File: config.mk
export PLATFORM = sky130hd
export DESIGN_NAME = addr_interleaver_gen
export DESIGN_NICKNAME = d
export VERILOG_FILES = /design/src/rtl/addr_intlv_pkg.sv /design/src/rtl/addr_interleaver_gen_permute.sv /design/src/rtl/addr_interleaver_gen.sv
export SDC_FILE = /design/constraint.sdc
export NUM_CORES = 1
export LEC_CHECK = 0
export BUFFER_PORTS_ARGS = -buffer_cell sky130_fd_sc_hd__buf_2
export CAP_MARGIN = 20
export CORE_ASPECT_RATIO = 2
export CORE_MARGIN = 3
export CORE_UTILIZATION = 50
export DETAILED_ROUTE_END_ITERATION = 8
export PLACE_DENSITY = 0.75
export SYNTH_ARGS = -nofsm -noshare
export SYNTH_HDL_FRONTEND = slang
export SYNTH_SLANG_ARGS = --single-unit
File: constraint.sdc
create_clock -name clk -period 3 [get_ports clk]
set_clock_uncertainty 0.15 [all_clocks]
set_input_delay 0.45 -clock clk [delete_from_list [all_inputs] [get_ports clk]]
set_output_delay 0.45 -clock clk [all_outputs]
set_load 0.1 [all_outputs]
File: src/rtl/addr_intlv_pkg.sv
// Shared types and pure permutation functions for the block-interleaver address generator.
// Functions operate on MAX_W-wide vectors with the live width passed as an argument.
package addr_intlv_pkg;

  typedef enum logic [1:0] {
    ST_IDLE = 2'd0,
    ST_RUN  = 2'd1,
    ST_DONE = 2'd2
  } state_t;

  localparam logic MODE_ROT    = 1'b0;
  localparam logic MODE_BITREV = 1'b1;

  localparam int MAX_W = 32;

  function automatic logic [MAX_W-1:0] width_mask(input int unsigned w);
    if (w >= MAX_W) return {MAX_W{1'b1}};
    return (MAX_W'(1) << w) - MAX_W'(1);
  endfunction

  // Rotate left within the low w bits; amt must be below w.
  function automatic logic [MAX_W-1:0] rotl(input logic [MAX_W-1:0] v,
                                            input int unsigned amt,
                                            input int unsigned w);
    logic [2*MAX_W-1:0] dbl;
    logic [2*MAX_W-1:0] wrap;
    dbl  = {{MAX_W{1'b0}}, v & width_mask(w)} << amt;
    wrap = dbl >> w;
    return (dbl[MAX_W-1:0] | wrap[MAX_W-1:0]) & width_mask(w);
  endfunction

  function automatic logic [MAX_W-1:0] rotr(input logic [MAX_W-1:0] v,
                                            input int unsigned amt,
                                            input int unsigned w);
    return rotl(v, (amt == 0) ? 0 : (w - amt), w);
  endfunction

  // Reverse the low w bits: reverse the whole vector, then drop the empty top.
  function automatic logic [MAX_W-1:0] bitrev(input logic [MAX_W-1:0] v,
                                              input int unsigned w);
    logic [MAX_W-1:0] rev;
    rev = {<<{v}};
    return rev >> (MAX_W - w);
  endfunction

endpackage

File: src/rtl/addr_interleaver_gen_permute.sv
// Combinational idx -> addr mapper (addr_permute). With ADDR_INTLV_BITREV_EN defined,
// a mode input selects bit-reverse instead of rotation.
module addr_permute
  import addr_intlv_pkg::*;
#(
  parameter int ADDR_W = 5,
  parameter int ROT_W  = 3
) (
  input  logic [ADDR_W-1:0] idx,
  input  logic [ROT_W-1:0]  rot,
  input  logic              dir,
`ifdef ADDR_INTLV_BITREV_EN
  input  logic              mode,
`endif
  output logic [ADDR_W-1:0] addr
);

  always_comb begin
    if (dir) addr = ADDR_W'(rotr(MAX_W'(idx), 32'(rot), ADDR_W));
    else     addr = ADDR_W'(rotl(MAX_W'(idx), 32'(rot), ADDR_W));
`ifdef ADDR_INTLV_BITREV_EN
    if (mode == MODE_BITREV) addr = ADDR_W'(bitrev(MAX_W'(idx), ADDR_W));
`endif
  end

endmodule

File: src/rtl/addr_interleaver_gen.sv
// Block-interleaver address generator: one permutation of 2^ADDR_W addresses per start,
// registered valid/ready output. Optional bit-reverse mode under ADDR_INTLV_BITREV_EN.
module addr_interleaver_gen
  import addr_intlv_pkg::*;
#(
  parameter int   ADDR_W  = 5,
  parameter int   ROT_W   = (ADDR_W > 1) ? $clog2(ADDR_W) : 1,
  parameter logic DIR_DEF = 1'b0
) (
  input  logic              clk,
  input  logic              rst_n,
  input  logic              start,
  input  logic              abort,
  input  logic [ROT_W-1:0]  rot_amt,
  input  logic              dir_sel,
  input  logic              mode_bitrev,
  output logic              busy,
  output logic              done,
  output logic              out_valid,
  input  logic              out_ready,
  output logic [ADDR_W-1:0] out_addr,
  output logic [ADDR_W-1:0] out_idx,
  output logic              out_last
);

  localparam logic [ADDR_W-1:0] LAST_IDX = '1;

  // Handshake: a beat transfers on a rising edge where out_valid & out_ready;
  // while out_valid & !out_ready every out_* signal holds, only abort may drop out_valid.
  state_t            state_q, state_d;
  logic [ADDR_W-1:0] idx_d, addr_d;
  logic              valid_d, last_d, busy_d, done_d;
  logic [ROT_W-1:0]  rot_q, rot_d;
  logic              dir_q, dir_d;
  logic              hs;

`ifdef ADDR_INTLV_BITREV_EN
  logic mode_q, mode_d;
`else
  logic unused_mode_bitrev;
  assign unused_mode_bitrev = mode_bitrev;
`endif

  assign hs = out_valid & out_ready;

  always_comb begin
    state_d = state_q;
    idx_d   = out_idx;
    valid_d = out_valid;
    last_d  = out_last;
    rot_d   = rot_q;
    dir_d   = dir_q;
`ifdef ADDR_INTLV_BITREV_EN
    mode_d  = mode_q;
`endif
    unique case (state_q)
      ST_IDLE: begin
        if (start) begin
          state_d = ST_RUN;
          idx_d   = '0;
          valid_d = 1'b1;
          last_d  = 1'b0;
          rot_d   = ROT_W'(32'(rot_amt) % 32'(ADDR_W));
          dir_d   = dir_sel ^ DIR_DEF;
`ifdef ADDR_INTLV_BITREV_EN
          mode_d  = mode_bitrev;
`endif
        end
      end
      ST_RUN: begin
        if (abort) begin
          state_d = ST_IDLE;
          valid_d = 1'b0;
          last_d  = 1'b0;
        end else if (hs) begin
          if (out_last) begin
            // Counter stays on the last index; it only restarts on the next start.
            state_d = ST_DONE;
            valid_d = 1'b0;
            last_d  = 1'b0;
          end else begin
            idx_d  = out_idx + 1'b1;
            last_d = (idx_d == LAST_IDX);
          end
        end
      end
      ST_DONE: state_d = ST_IDLE;
      default: state_d = ST_IDLE;
    endcase
    busy_d = (state_d != ST_IDLE);
    done_d = (state_d == ST_DONE);
  end

  // Address is mapped from next-idx and next-config so it moves on the same edge as out_idx.
  addr_permute #(
    .ADDR_W (ADDR_W),
    .ROT_W  (ROT_W)
  ) u_permute (
    .idx  (idx_d),
    .rot  (rot_d),
    .dir  (dir_d),
`ifdef ADDR_INTLV_BITREV_EN
    .mode (mode_d),
`endif
    .addr (addr_d)
  );

  always_ff @(posedge clk or negedge rst_n) begin
    if (!rst_n) begin
      state_q   <= ST_IDLE;
      out_idx   <= '0;
      out_addr  <= '0;
      out_valid <= 1'b0;
      out_last  <= 1'b0;
      busy      <= 1'b0;
      done      <= 1'b0;
      rot_q     <= '0;
      dir_q     <= 1'b0;
`ifdef ADDR_INTLV_BITREV_EN
      mode_q    <= 1'b0;
`endif
    end else begin
      state_q   <= state_d;
      out_idx   <= idx_d;
      out_addr  <= addr_d;
      out_valid <= valid_d;
      out_last  <= last_d;
      busy      <= busy_d;
      done      <= done_d;
      rot_q     <= rot_d;
      dir_q     <= dir_d;
`ifdef ADDR_INTLV_BITREV_EN
      mode_q    <= mode_d;
`endif
    end
  end

endmodule

### Word-level counts from Yosys, hierarchy flattened

Cells that the tools add are included.

* output and inout port bits: 14
* word-level logic and storage cells: 55
* register bits: 20

* multiplexer cells: 26
* reductions and logical operators: 6
* shift-type cells: 2
* eq/ne operators: 6
* div/mod/pow operators: 1
* add/sub/neg operators: 2
* bitwise operators: 3

Operators with widths (number)
* 3-bit by 3-bit modulo with 32-bit output, second input constant: 1
* 32-bit two-way mux: 1
* 5-bit by 32-bit << shifter with 10-bit output: 1
* 5-bit two-way mux: 5
* 1-bit two-way mux: 10
* 5-bit bitwise OR: 2
* 5-bit one-hot mux with 2 select lines: 1
* 5-bit by 3-bit << shifter with 10-bit output: 1
* 2-bit two-way mux: 4
* 3-bit two-way mux: 2
* 3-bit inequality test, second input constant: 2
* 5-bit by 1-bit adder with 5-bit output, second input constant: 1
* 5-bit == test, second input constant: 1
* 1-bit one-hot mux with 2 select lines: 2
* 2-bit one-hot mux with 2 select lines: 1
* 4-bit AND reduction: 1
* 2-bit nonzero test: 2
* 3-bit by 3-bit subtractor with 4-bit output, first input constant: 1
* 3-bit logical NOT: 1
* 3-bit AND reduction: 1
* 2-bit by 1-bit == test with 1-bit output, second input constant: 1
* 2-bit == test, second input constant: 1
* 2-bit logical NOT: 1
* 2-bit inequality test, second input constant: 1
* 1-bit AND: 1

### Depth between registers and ports, before layout

Gate-level depths: netlist of the first run.

* depth after elaboration: 8
* depth in mapped cells: 14
* depth with buffers taken out: 13

### Modules after synthesis

From an unflattened synthesis of the first run, not the netlist that was laid out.

* cells, all modules: 152
* area, all modules: 1471.4 µm²

Modules (own cells, without submodules)
* addr_interleaver_gen: area an instance 899.6 µm², sequential area each 500.5 µm², instances 1, cells an instance 81
* addr_permute: area an instance 571.8 µm², sequential area each 0.0 µm², instances 1, cells an instance 71

### Worst setup path after synthesis of the first run

OpenSTA, ideal clock, no wires.

* path kind: input to register
* from: in rot_amt[1]
* to: reg out_addr[1]
* path buffers: 1
* arrival: 2.708 ns
* cell stages on the path: 13
* setup time: 0.131 ns
* data required time: 2.719 ns
* setup slack: 0.011 ns
* cell sequence: inv_1 -> ha_1 -> inv_1 -> ha_1 -> a21oi_1 -> a21oi_1 -> a22oi_2 -> inv_1 -> buf_4 -> ha_1 -> a31o_2 -> a311oi_1 -> o32ai_1

* word-level cells in the longest chain between the ends: 8
* elaborated cells on any way between the ends: 11
* those cells by class: add/sub: 1; div: 1; shift: 2; mux: 4; bitwise: 2; reduce/logical: 1

RTL lines
* start: declaration: RTL line addr_interleaver_gen.sv:14 `input logic [ROT_W-1:0] rot_amt,`
* 3-bit by 3-bit modulo with 32-bit output *: RTL line addr_interleaver_gen.sv:63 `rot_d = ROT_W'(32'(rot_amt) % 32'(ADDR_W));`
* 3-bit two-way mux *: RTL line addr_interleaver_gen.sv:58 `if (start) begin`
* 3-bit two-way mux *: RTL line addr_interleaver_gen.sv:56 `unique case (state_q)`
* named net rot_d[1]: RTL line addr_interleaver_gen.sv:33 `logic [ROT_W-1:0] rot_q, rot_d;`
* 3-bit by 3-bit subtractor with 4-bit output / 3-bit logical NOT (equally long branches): RTL line addr_intlv_pkg.sv:35 `return rotl(v, (amt == 0) ? 0 : (w - amt), w);`
* 32-bit two-way mux: RTL line addr_intlv_pkg.sv:35
* 5-bit by 32-bit << shifter with 10-bit output: RTL line addr_intlv_pkg.sv:27 `dbl = {{MAX_W{1'b0}}, v & width_mask(w)} << amt;`
* 5-bit bitwise OR: RTL line addr_intlv_pkg.sv:29 `return (dbl[MAX_W-1:0] | wrap[MAX_W-1:0]) & width_mask(w);`
* 5-bit two-way mux *: RTL line addr_interleaver_gen_permute.sv:19 `if (dir) addr = ADDR_W'(rotr(MAX_W'(idx), 32'(rot), ADDR_W));`
* named net addr_d[1]: RTL line addr_interleaver_gen.sv:31 `logic [ADDR_W-1:0] idx_d, addr_d;`
* end signal: assignment: RTL line addr_interleaver_gen.sv:125 `out_addr <= addr_d;`
* end: declaration: RTL line addr_interleaver_gen.sv:21 `output logic [ADDR_W-1:0] out_addr,`

The timed path passes the listed nets; every way through them passes the cells marked *.
A chain may end at the register's enable or synchronous reset.

### Worst setup path after layout of the first run

* from: reg state_q[0]
* to: reg out_addr[1]

* word-level cells in the longest chain between the ends: 7
* elaborated cells on any way between the ends: 13
* those cells by class: add/sub: 1; eq/ne: 1; shift: 2; mux: 5; bitwise: 2; reduce/logical: 2

RTL lines
* start: declaration: RTL line addr_interleaver_gen.sv:30 `state_t state_q, state_d;`
* start signal: assignment: RTL line addr_interleaver_gen.sv:123 `state_q <= state_d;`
* 2-bit logical NOT *: RTL line addr_interleaver_gen.sv:56
* 3-bit two-way mux *: RTL line addr_interleaver_gen.sv:56
* named net rot_d[2]: RTL line addr_interleaver_gen.sv:33
* 3-bit by 3-bit subtractor with 4-bit output / 3-bit logical NOT (equally long branches): RTL line addr_intlv_pkg.sv:35
* 32-bit two-way mux: RTL line addr_intlv_pkg.sv:35
* 5-bit by 32-bit << shifter with 10-bit output: RTL line addr_intlv_pkg.sv:27
* 5-bit bitwise OR: RTL line addr_intlv_pkg.sv:29
* 5-bit two-way mux *: RTL line addr_interleaver_gen_permute.sv:19
* named net addr_d[1]: RTL line addr_interleaver_gen.sv:31

Marks and branches as above.

==> results of run 1 <==
routing by layer:
metal  wire (um)  share of wire, %
met1        1260                37
met2        1960                57
met3         115               3.4
met4          90               2.6
met5           0                 0
cell families (layout without fill, tap and decap cells):
| group | Yosys count | in the layout | share of synthesized area (%) |
|---|---|---|---|
| and+or+nand+nor | 63 | 63 | 22.5 |
| adders and majority gates | 6 | 6 | 5.05 |
| DFF | 20 | 20 | 33.7 |
| muxes | 15 | 15 | 10.1 |
| xor gates and xnor gates | 3 | 3 | 1.77 |
| AOI/OAI and AO/OA | 38 | 38 | 22.0 |
| buffers and inverters | 14 | 41 | 4.97 |
critical path, delay by kind of cell (launching register included):
kind                     cells  cell delay (ns)
flip-flops                   1             0.52
adder cells (fa/ha/maj)      1             0.30
AND/OR/NAND/NOR              4             1.04
AO/OA/AOI/OAI                2             0.63
buffers and inverters        1             0.06
cell usage after synthesis, types with 2 or more instances:
| cell type | instances |
|---|---|
| mux2i_1 | 15 |
| xor2_1 | 2 |
| and2_1 | 2 |
| ha_1 | 6 |
| buf_6 | 2 |
| o211ai_1 | 2 |
| o21bai_1 | 2 |
| nor3b_1 | 2 |
| a21oi_1 | 5 |
| inv_1 | 7 |
| o32ai_1 | 5 |
| o311ai_0 | 2 |
| o22ai_1 | 2 |
| o41ai_2 | 2 |
| or4_1 | 2 |
| nor2_1 | 19 |
| buf_2 | 2 |
| nand2b_1 | 4 |
| nor3_1 | 6 |
| o21ai_0 | 6 |
| dfrtp_1 | 20 |
| nand2_1 | 11 |
| nand3_1 | 7 |
registers in the layout, indices dropped and copies added, names as in the netlist:
signal	count
state_q	2
busy	1
dir_q	1
rot_q	3
out_valid	1
out_idx	5
done	1
out_addr	5
out_last	1
worst max path at each step:
stage | from | end | slack [ns] | cells past startpoint
floorplan | rot_amt[1] | out_addr[1] | 0.01 | 13
global placement | rot_amt[0] | out_addr[1] | 0.13 | 13
detailed placement | rot_amt[0] | out_addr[1] | -0.06 | 13
CTS | state_q[0] | out_addr[1] | 0.19 | 8
global route | rot_amt[1] | out_addr[1] | 0.04 | 13
finish | state_q[0] | out_addr[1] | 0.19 | 8
metrics by stage:
step	area, um2	hold WS [ns]	util [%]	total power [mW]
finish	1700	-0.0159	60.8	1.29
global route	1700	0.0129	60.8	1.36
CTS	1700	0.00176	60.5	1.29
detailed placement	1640	0.273	58.5	1.09
global placement	1640	0.260	58.5	1.07
floorplan	1490	0.00441	-	0.955
final cells by class:
type | instances | area share (%)
Multi-Input combinational cell | 125 | 54.0
Sequential cell | 20 | 29.4
Timing Repair Buffer | 29 | 9.54
Clock buffer | 4 | 3.23
Tap cell | 29 | 2.13
Inverter | 8 | 1.76
power groups by stage:
| stage | sequential [mW] | clock [mW] | combinational, mW |
|---|---|---|---|
| CTS | 0.349 | 0.204 | 0.737 |
| global placement | 0.350 | 0 | 0.724 |
| finish | 0.349 | 0.201 | 0.740 |
| floorplan | 0.623 | 0 | 0.331 |
| detailed placement | 0.354 | 0 | 0.735 |
| global route | 0.355 | 0.216 | 0.787 |
==> flow_metrics.env, run 1 <==
export IMPL_final_cell_mix="buf_2, dfrtp_1, nor2_1, mux2i_1, nand2_1"
export IMPL_final_common_cell="buf_2"
export IMPL_fmax_ghz=0.356
export IMPL_rr_worst_depth=8
export IMPL_ys_seq_elements=20
export IMPL_cts_inserted_buffers=3
export IMPL_drt_iter0_markers=33
export IMPL_nets=203
export IMPL_timing_final_crit_share_pct=93.6
export IMPL_worstSetupPathType="reg -> reg"
export IMPL_synth_top_area_share_pct=33.7
export IMPL_setup_viol=0
export IMPL_syn_instance_count=159
export IMPL_postCtsHoldBufs=0
export IMPL_max_slew_margin_pct=57.2
export IMPL_path_clk_slew_ns=0.07
export IMPL_worstPathRequired_ns=2.99
export IMPL_drv_slew=0
export IMPL_rsz0062_at_grt="false"
export IMPL_worst_ep_arrival_time_ns=2.80
export IMPL_post_dp_hpwl_um=2730
export IMPL_core_area_mm2=0.00280
export IMPL_grt_max_degree=21
export IMPL_clkPwrFrac_pct=15.6
export IMPL_drt_antenna_violating_nets=0
export IMPL_synth_area_per_cell_um2=9.35
export IMPL_failed_checks="hold timing"
export IMPL_wl_per_cell_um=16.0
export IMPL_p_sw_uw=654
export IMPL_place_ws_ns=-0.0643
export IMPL_synth_distinct_cells=49
export IMPL_whs_ns=-0.0159
export IMPL_p_leak_nw=0.806
export IMPL_crit_fanout=11
export IMPL_drv_cap=0
export IMPL_root_buffer="clkbuf_8"
export IMPL_via_per_inst=6.27
export IMPL_antennaDiodeCount=0
export IMPL_layout_cells_non_filler=215
export IMPL_ys_seq_area_share_pct=33.7
export IMPL_slowest_delay_ns=0.58
export IMPL_period_minus_slack_ns=2.81
export IMPL_antenna_found_initial=0
export IMPL_rows=27
export IMPL_hold_violations=20
export IMPL_grt_ovfl_total=0
export IMPL_grt_pass1_wl_um=5950
export IMPL_final_layout_size_suffix_gt1_share_pct=25.3
export IMPL_peakVddDrop_v=0.000563
export IMPL_cp_start_kind="register"
export IMPL_postCtsSetupRepairBufs=0
export IMPL_synth_flop_cell="dfrtp_1"
export IMPL_tightest_slew_ns=0.635
export IMPL_timing_setup_tns_ns=0
export IMPL_crit_path_cell_trace="or3b_1 > nand2_1 > and2_1 > inv_1 > ha_1 > a31oi_1 > nor3_1 > o32ai_1"
export IMPL_syn_area_mm2=0.00149
export IMPL_portBuffers=22
export IMPL_cts_sinks=20
export IMPL_h_tree_depth=1
export IMPL_via_count=1349
export IMPL_nFillCells=260
export IMPL_r2r_slack_ns=0.19
export IMPL_yosysTopAreaCell="dfrtp_1"
export IMPL_area_delta_synth_final_pct=14.6
export IMPL_worstHoldPathType="in -> async"
export IMPL_dp_cells=211
export IMPL_clkLatencyLatePin_ns=0.25
export IMPL_cts_resized=0
export IMPL_first_pass_iters=4
export IMPL_combPwrFrac_pct=57.4
export IMPL_switching_share_pct=50.8
export IMPL_r2r_start="state_q[0]"
export IMPL_gr_usage_met2_pct=37.2
export IMPL_die_h_um=83.1
export IMPL_grtUsageTotal_pct=20.5
export IMPL_routed_wl_um=3430
export IMPL_cpMaxStageDelayCell="or3b_1"
export IMPL_power_internal_uw=634
export IMPL_cts_tree="yes"
export IMPL_grt_busiest_layer="met2"
export IMPL_synth_fp_nets=175
export IMPL_grt_pass1_vias=1314
export IMPL_multi_input_area_um2=920
export IMPL_fp_dieW_um=44.6
export IMPL_regArea_um2=500
export IMPL_power_density_mw_per_mm2=756
export IMPL_worst_slack_ns=0.192
export IMPL_seqPwrFrac_pct=27.0
export IMPL_synth_warnings=0
export IMPL_io_pins=24
export IMPL_synthTopCellsByArea="dfrtp_1, mux2i_1, ha_1, nor2_1, o32ai_1"
export IMPL_clockBufferDepth=2
export IMPL_status="complete, but fails checks"
export IMPL_r2r_end="out_addr[1]"
export IMPL_start_util_pct=53.0
export IMPL_drc_errors=0
export IMPL_grtUsageMet1_pct=22.4
export IMPL_endpoint_kind="register"
export IMPL_async_reset_ff_share_pct=100
export IMPL_synth_edf_count=0
export IMPL_grt_met3_usage_pct=2.17
export IMPL_die_area_mm2=0.00370
export IMPL_gp_congestion=0.896
Note: power is estimated with default switching activity, not from simulation.
==> run 2, diff against run 1 <==
- CORE_ASPECT_RATIO: 2 -> unset
==> run 2 against run 1 <==
Against the previous run:
- the run now ends clean
- combinational power rose by 0.9%
- final cell count increased by 1.9%
- critical path depth did not move
- non-clock buffer count increased by 2
- register-to-register slack better by 0.05 ns
- setup slack better by 0.047 ns
- first-iteration DRC count increased by 88%
- via count decreased by 0.15%
- core utilization is 0.33 points higher
- critical endpoint unchanged
- largest cell class unchanged
==> flow_metrics.env, run 2 (synthesis results as in run 1) <==
export IMPL_grt_pass1_vias=1253
export IMPL_post_dp_hpwl_um=2550
export IMPL_drt_iter0_markers=62
export IMPL_endpoint_kind="register"
export IMPL_fp_dieW_um=60.5
export IMPL_path_clk_slew_ns=0.13
export IMPL_worstHoldPathType="in -> reg"
export IMPL_crit_path_cell_trace="or3b_1 > nand2_1 > and2_1 > inv_1 > ha_1 > a31oi_1 > nor3_1 > o32ai_1"
export IMPL_area_delta_synth_final_pct=15.3
export IMPL_timing_final_crit_share_pct=92.0
export IMPL_routed_wl_um=3400
export IMPL_drv_slew=0
export IMPL_portBuffers=22
export IMPL_start_util_pct=53.0
export IMPL_setup_viol=0
export IMPL_grt_pass1_wl_um=5830
export IMPL_wl_per_cell_um=15.5
export IMPL_layout_cells_non_filler=219
export IMPL_max_slew_margin_pct=51.4
export IMPL_worstPathRequired_ns=3.04
export IMPL_fmax_ghz=0.362
export IMPL_slowest_delay_ns=0.54
export IMPL_drv_cap=0
export IMPL_first_pass_iters=4
export IMPL_antennaDiodeCount=0
export IMPL_via_count=1347
export IMPL_cts_tree="yes"
export IMPL_status="finished clean"
export IMPL_dp_cells=214
export IMPL_cpMaxStageDelayCell="or3b_1"
export IMPL_gp_congestion=0.873
export IMPL_rsz0062_at_grt="false"
export IMPL_cts_inserted_buffers=3
export IMPL_tightest_slew_ns=0.721
export IMPL_rows=19
export IMPL_grt_ovfl_total=0
export IMPL_die_area_mm2=0.00366
export IMPL_p_leak_nw=0.808
export IMPL_grtUsageTotal_pct=20.8
export IMPL_worst_ep_arrival_time_ns=2.80
export IMPL_final_common_cell="buf_2"
export IMPL_hold_violations=0
export IMPL_antenna_found_initial=0
export IMPL_nFillCells=251
export IMPL_top_regs="out_addr x5, out_idx x5, rot_q x3"
export IMPL_power_density_mw_per_mm2=766
export IMPL_h_tree_depth=1
export IMPL_final_cell_mix="buf_2, dfrtp_1, nor2_1, mux2i_1, nand2_1"
export IMPL_io_pins=24
export IMPL_peakVddDrop_v=0.000388
export IMPL_timing_setup_tns_ns=0
export IMPL_r2r_slack_ns=0.24
export IMPL_via_per_inst=6.15
export IMPL_clkLatencyLatePin_ns=0.31
export IMPL_nets=205
export IMPL_clockBufferDepth=2
export IMPL_final_layout_size_suffix_gt1_share_pct=25.0
export IMPL_cts_resized=0
export IMPL_crit_fanout=8
export IMPL_die_h_um=60.5
export IMPL_core_area_mm2=0.00281
export IMPL_grt_max_degree=21
export IMPL_worstSetupPathType="reg -> reg"
export IMPL_root_buffer="clkbuf_4"
export IMPL_period_minus_slack_ns=2.76
export IMPL_drc_errors=0
export IMPL_cp_start_kind="register"
export IMPL_drt_antenna_violating_nets=0
export IMPL_cts_sinks=20
==> run 2: path summary, 6_finish.rpt <==
| path | endpoint | start | cells past startpoint |
|---|---|---|---|
| min in group asynchronous | rot_q[0] | rst_n | 2 |
| setup / recovery | out_addr[1] | state_q[1] | 8 |
| setup reg to reg | out_addr[1] | state_q[1] | 8 |
| hold reg to reg | out_last | out_last | 2 |
| max in group asynchronous | rot_q[2] | rst_n | 2 |
| hold / removal | done | abort | 2 |
==> run 2: final cells by class <==
| class | instances | area, um2 | share of cell area [%] |
|---|---|---|---|
| clock buffers | 3 | 22.5 | 1.31 |
| repair buffers | 31 | 180 | 10.5 |
| inverters | 8 | 30.0 | 1.75 |
| clock inverters | 1 | 30.0 | 1.75 |
| well taps | 31 | 38.8 | 2.26 |
| multi-input cells | 125 | 912 | 53.2 |
| flip-flops and latches | 20 | 500 | 29.2 |
==> run 2: metrics by stage <==
stage,instance area [um2],worst slack (ns),hold WS (ns),utilization (%),power (mW)
finish,1710,0.239,0.206,61.1,1.31
CTS,1710,0.235,0.194,61.1,1.32
floorplan,1490,0.0113,0.00441,-,0.955
global placement,1650,0.117,0.265,58.9,1.07
global route,1710,0.0755,0.199,61.1,1.38
detailed placement,1650,0.00430,0.276,58.9,1.09
==> run 2: timing repair <==
item | CTS | global route
setup buffers | 0 | 0
hold buffers | 1 | 0
hold endpoints to repair | 20 | 0
==> run 2: metal layers <==
| layer | wire length, um | global-route usage, % | part of all wire [%] | vias to the layer above |
|---|---|---|---|---|
| li1 | - | - | - | 655 |
| met1 | 1550 | 28.3 | 46 | 643 |
| met2 | 1660 | 35.2 | 49 | 45 |
| met3 | 160 | 1.91 | 4.7 | 4 |
| met4 | 33 | 6.50 | 0.97 | 0 |
| met5 | 0 | 0 | 0 | - |
==> run 2: where the power goes <==
group | switching, mW | total, mW | internal (mW)
sequential | 0.0230 | 0.343 | 0.320
combinational | 0.547 | 0.747 | 0.200
clock | 0.0878 | 0.223 | 0.135
==> run 2: critical path: cells and delay by family, from the launching register on <==
family / cells / cell delay, ns
fa+ha+maj: 1 / 0.31
flops: 1 / 0.51
simple gates: 4 / 0.99
compound gates: 2 / 0.63
buf+inv: 1 / 0.06
